--- config.mk ---
export PLATFORM = sky130hd
export DESIGN_NAME = ahb_decoder_mux
export DESIGN_NICKNAME = d
export VERILOG_FILES = /design/src/rtl/integration_pkg.sv /design/src/rtl/ahb_default_slave.sv /design/src/rtl/ahb_decoder_mux.sv
export SDC_FILE = /design/constraint.sdc
export NUM_CORES = 1
export LEC_CHECK = 0
export CAP_MARGIN = 15
export CORE_AREA = 2 2 181 183
export DETAILED_ROUTE_END_ITERATION = 7
export DIE_AREA = 0 0 183 185
export SLEW_MARGIN = 25
export SYNTH_ARGS = -nofsm -noshare
export SYNTH_HDL_FRONTEND = slang
export SYNTH_SLANG_ARGS = --single-unit
--- constraint.sdc ---
create_clock -name HCLK -period 2.3 [get_ports HCLK]
set_input_delay 0.575 -clock HCLK [delete_from_list [all_inputs] [get_ports HCLK]]
set_output_delay 0.575 -clock HCLK [all_outputs]
set_load 0.05 [all_outputs]
--- src/rtl/integration_pkg.sv ---
// integration_pkg: shared AHB interconnect constants, address map and types.
// Revision 1.0
`default_nettype none

package integration_pkg;

  localparam int slave_number = 11;

  // Contiguous, disjoint slave windows covering 0..349.
  localparam logic [31:0] low_addr [slave_number] = '{
    32'd0,   32'd32,  32'd63,  32'd96,  32'd128, 32'd160,
    32'd192, 32'd224, 32'd256, 32'd288, 32'd320
  };

  localparam logic [31:0] high_addr [slave_number] = '{
    32'd31,  32'd62,  32'd95,  32'd127, 32'd159, 32'd191,
    32'd223, 32'd255, 32'd287, 32'd319, 32'd349
  };

  typedef enum logic [1:0] {
    IDLE   = 2'b00,
    BUSY   = 2'b01,
    NONSEQ = 2'b10,
    SEQ    = 2'b11
  } transfer_t;

  typedef enum logic [1:0] {
    OKAY  = 2'b00,
    ERROR = 2'b01,
    RETRY = 2'b10,
    SPLIT = 2'b11
  } resp_t;

  typedef enum logic [1:0] {
    DS_IDLE = 2'b00,
    DS_ERR1 = 2'b01,
    DS_ERR2 = 2'b10
  } ds_state_t;

  localparam int DEFAULT_SLAVE_IDX = slave_number;

endpackage

`default_nettype wire

--- src/rtl/ahb_default_slave.sv ---
// ahb_default_slave: answers unmapped active transfers with the two-cycle ERROR response.
// Revision 1.0
`default_nettype none

module ahb_default_slave
  import integration_pkg::*;
(
  input  logic       HCLK,
  input  logic       HRESET,
  input  logic       HREADY,
  input  logic [1:0] HTRANS,
  input  logic       i_unmapped,
  output logic       HREADYOUT,
  output logic [1:0] HRESP
);

  ds_state_t r_state;
  ds_state_t w_next;
  logic      w_start;

  assign w_start = HREADY && i_unmapped && ((HTRANS == NONSEQ) || (HTRANS == SEQ));

  always_ff @(posedge HCLK or posedge HRESET) begin
    if (HRESET) begin
      r_state <= DS_IDLE;
    end else begin
      r_state <= w_next;
    end
  end

  always_comb begin
    w_next    = DS_IDLE;
    HREADYOUT = 1'b1;
    HRESP     = OKAY;
    case (r_state)
      DS_IDLE: begin
        w_next = w_start ? DS_ERR1 : DS_IDLE;
      end
      DS_ERR1: begin
        HREADYOUT = 1'b0;
        HRESP     = ERROR;
        w_next    = DS_ERR2;
      end
      DS_ERR2: begin
        HRESP  = ERROR;
        // A fresh unmapped transfer accepted here chains straight into ERR1.
        w_next = w_start ? DS_ERR1 : DS_IDLE;
      end
      default: begin
        w_next = DS_IDLE;
      end
    endcase
  end

endmodule

`default_nettype wire

--- src/rtl/ahb_decoder_mux.sv ---
// ahb_decoder_mux: AHB address decoder, data-phase select register and response mux.
// Optional error counter enabled by AHB_DECODER_ERRCNT_EN. Revision 1.0
`default_nettype none

module ahb_decoder_mux
  import integration_pkg::*;
#(
  parameter int SLAVE_NUMBER = slave_number
) (
  input  logic                       HCLK,
  input  logic                       HRESET,
  input  logic [31:0]                HADDR,
  input  logic [1:0]                 HTRANS,
  output logic [SLAVE_NUMBER-1:0]    HSEL,
  input  logic [SLAVE_NUMBER*32-1:0] HRDATA_S,
  input  logic [SLAVE_NUMBER-1:0]    HREADYOUT_S,
  input  logic [SLAVE_NUMBER*2-1:0]  HRESP_S,
  output logic [31:0]                HRDATA,
  output logic                       HREADY,
  output logic [1:0]                 HRESP
`ifdef AHB_DECODER_ERRCNT_EN
  ,
  output logic [15:0]                ERR_COUNT
`endif
);

  localparam int DSEL_W = $clog2(DEFAULT_SLAVE_IDX + 1);

  logic [SLAVE_NUMBER-1:0] w_hsel;
  logic [DSEL_W-1:0]       w_dec_idx;
  logic                    w_unmapped;
  logic [DSEL_W-1:0]       r_dsel;
  logic                    w_ds_readyout;
  logic [1:0]              w_ds_resp;

  for (genvar i = 0; i < SLAVE_NUMBER; i++) begin : g_dec
    if (low_addr[i] == 32'd0) begin : g_lo_zero
      assign w_hsel[i] = (HADDR <= high_addr[i]);
    end else begin : g_lo_nonzero
      assign w_hsel[i] = (HADDR >= low_addr[i]) && (HADDR <= high_addr[i]);
    end
  end

  assign HSEL       = w_hsel;
  assign w_unmapped = ~|w_hsel;

  always_comb begin
    w_dec_idx = DSEL_W'(DEFAULT_SLAVE_IDX);
    for (int i = 0; i < SLAVE_NUMBER; i++) begin
      if (w_hsel[i]) begin
        w_dec_idx = DSEL_W'(i);
      end
    end
  end

  // The select only advances when the current data phase completes.
  always_ff @(posedge HCLK or posedge HRESET) begin
    if (HRESET) begin
      r_dsel <= DSEL_W'(DEFAULT_SLAVE_IDX);
    end else if (HREADY) begin
      r_dsel <= w_dec_idx;
    end
  end

  ahb_default_slave u_default_slave (
    .HCLK       (HCLK),
    .HRESET     (HRESET),
    .HREADY     (HREADY),
    .HTRANS     (HTRANS),
    .i_unmapped (w_unmapped),
    .HREADYOUT  (w_ds_readyout),
    .HRESP      (w_ds_resp)
  );

  always_comb begin
    HRDATA = '0;
    HREADY = w_ds_readyout;
    HRESP  = w_ds_resp;
    for (int i = 0; i < SLAVE_NUMBER; i++) begin
      if (r_dsel == DSEL_W'(i)) begin
        HRDATA = HRDATA_S[32*i +: 32];
        HREADY = HREADYOUT_S[i];
        HRESP  = HRESP_S[2*i +: 2];
      end
    end
  end

`ifdef AHB_DECODER_ERRCNT_EN
  logic [15:0] r_err_count;

  always_ff @(posedge HCLK or posedge HRESET) begin
    if (HRESET) begin
      r_err_count <= '0;
    end else if (HREADY && (HRESP == ERROR) && (r_err_count != 16'hFFFF)) begin
      r_err_count <= r_err_count + 16'd1;
    end
  end

  assign ERR_COUNT = r_err_count;
`endif

endmodule

`default_nettype wire

==> metrics.yaml <==
core.rowCount: 66
synth_edf_count: 0
yosys-top-cells-count: "nor2_1 (64), nand2_1 (59), o21ai_0 (49), a22o_1 (44), o22ai_1 (33)"
drt-total-wl_mm: 34.5
drv_cap: 0
layout_setup_ws_ps: -606
fin_crit_ps: 2910
status: "finished, violations left"
setup_viol: 49
r2r_slack_ps: -120
synth.avg_cell_area_um2: 6.60
timing.final.crit_share: 1.26
drt-wirelength-per-cell_um: 22.1
slew_headroom: 0.666
synth_top_cell_area_share: 0.0991
hold_viol: 0
cts_sinks: 6
synth_adder_area_share: 0.0129
final_cells: 1561
seq_area_frac_synth: 0.0396
chipWidth_um: 183
crit_path_end_kind: "primary output"
p_per_area_nw_per_um2: 171
core_um2: 32000
pre_cts_slack_ps: -703
rsz0062_at_grt: "yes"
synth.net_count: 1014
startpoint_type: "flop"
ys.flop_type: "dfstp_2"
clock-root-buffer: "clkbuf_16"
overflow: 0
ir_worst_vdd_v: 0.000227
numCtsBuffers: 3
cts_hold_buf: 0
yosys.area_share.xor_xnor: 0
cp_max_fo: 14
dpl.cell_count: 1524
dpl_cell_area_um2: 10600
multi_input_area_um2: 4240
violations: "setup timing"
synth_top_family_by_area: "compound AO/OA/AOI/OAI gates"
syn-cell-area_um2: 3890
yosysWarnings: 0
dp_hpwl_mm: 28.5
grt_pass1_wl_mm: 47.4
clk_pin_slew_ps: 40
grt_pass1_vias: 7500
fill_cells: 3285
synth.most_common_cell: "nor2_1"
cts_tree: "yes"
hold_path_class: "in -> async"
grt_max_degree: 26
drtIter0Drc: 348
clock_skew_ps: 4.08
yosysUniqueCellTypes: 61
routed_via_density: 4.66
cts.path.max_buffers: 2
synth_largest_area_cell: "a22o_1"
fmax_mhz: 344
area_growth_syn_to_layout_pct: 196
power_leakage_nw: 4.44
syn_inst: 589
arrival_ps: 2330
dr.pass1.iters: 5
synthTopCellsByArea: "a22o_1 (9.9%), mux2_2 (7.5%), o21ai_0 (6.3%)"
die_height_um: 185
start_util: 0.121
dieArea_um2: 33900
final-seq-area_um2: 163
route.detailed.drc: 0
critPathKind: "reg -> out"
layout-drive-gt1-share: 0.337
final_area_um2: 11500
yosys-mux-area-fraction: 0.129
antenna_found_initial: 2
ant_nets: 0
async_flop_share: 1.00
synthSimpleGateAreaFrac: 0.245
io_buffers: 465
nets: 1578
vias: 7272
ys_ff_latch: 6
worstPathRequired_ps: 1730
worst_pin_slew_ps: 501
final_util: 0.359
htreeDepth: 1
gp_congestion: 0.876
slew_viol_final: 0
synth_compound_area_frac: 0.488
track_usage: 0.188
clk_latency_ps: 230
ios: 467
-- metal layers --
metal  vias up  wire length (um)  GRT usage
li1       3439                 -          -
met1      3465             14100      0.230
met2       327             17300      0.344
met3        39              2420     0.0301
met4         2               661     0.0435
met5         -                11          0
-- logic make-up after synthesis --
family                     Yosys count
DFF                                  6
AOI/OAI and AO/OA                  266
buffers and inverters               74
muxes                               43
adders and majority gates            4
and+or+nand+nor                    196
-- flip-flops by register name, indices dropped and copies added (netlist names) --
register	flops
r_dsel	4
u_default_slave.r_state	2
-- layout make-up --
type | instances | area share
repair buffers | 618 | 0.561
multi-input cells | 510 | 0.368
well taps | 408 | 0.0444
flip-flops and latches | 6 | 0.0141
clock buffers | 4 | 0.00685
inverters | 14 | 0.00479
diodes | 1 | 0.000218
-- power by group --
part | switching [mW] | internal [mW]
registers | 0.00786 | 0.123
logic | 0.526 | 1.02
clock network | 0.0644 | 0.230
-- repair_timing --
item	in CTS	in global routing
pin swaps	24	24
setup endpoints to repair	50	51
setup buffers	18	15
cloned	1	1
resized for setup	166	75
-- critical path, cell delays in order (launching register included) --
cell,delay (ps)
dfstp_4,510
buf_12,170
nor2b_4,140
buf_12,150
and2_4,160
buf_12,140
a222oi_1,510
a31oi_4,150
buf_12,170
-- per-stage QoR --
stage	hold WS, ps	setup TNS [ps]	total power [mW]
floorplan	364	-5030	0.556
global placement	639	-21400	1.61
detailed placement	651	-21740	1.62
CTS	584	-22310	1.97
global route	602	-24480	2.06
finish	576	-20780	1.97
-- path summary, 6_finish.rpt --
check,endpoint,cells past startpoint,from
setup / recovery,HRDATA[2],8,r_dsel[0]$_DFFE_PP1N_
hold / removal,r_dsel[2]$_DFFE_PP0N_,2,HRESET
setup reg to reg,r_dsel[1]$_DFFE_PP1N_,8,r_dsel[0]$_DFFE_PP1N_
hold reg to reg,u_default_slave.r_state[1]$_DFF_PP0_,2,u_default_slave.r_state[0]$_DFF_PP0_
max in group asynchronous,r_dsel[1]$_DFFE_PP1N_,2,HRESET
min in group HCLK,u_default_slave.r_state[1]$_DFF_PP0_,2,u_default_slave.r_state[0]$_DFF_PP0_
-- cell usage in the layout, fill, tap and decap left out, drive strengths merged, types with 7 or more instances in the layout --
cell / netlist / final
buf: 29 / 215
nand2: 59 / 59
nor4: 7 / 7
a2bb2oi: 19 / 19
and2: 6 / 7
a31oi: 9 / 9
clkdlybuf4s50: 0 / 394
nand2b: 11 / 11
nor2: 65 / 65
o2111ai: 19 / 19
a21oi: 32 / 32
inv: 14 / 14
mux2i: 12 / 12
o22ai: 33 / 33
nor3: 11 / 11
mux2: 29 / 29
a32oi: 7 / 7
a22o: 44 / 44
o21ai: 51 / 51
nor2b: 15 / 15
Power figures use the tool's default switching activity.
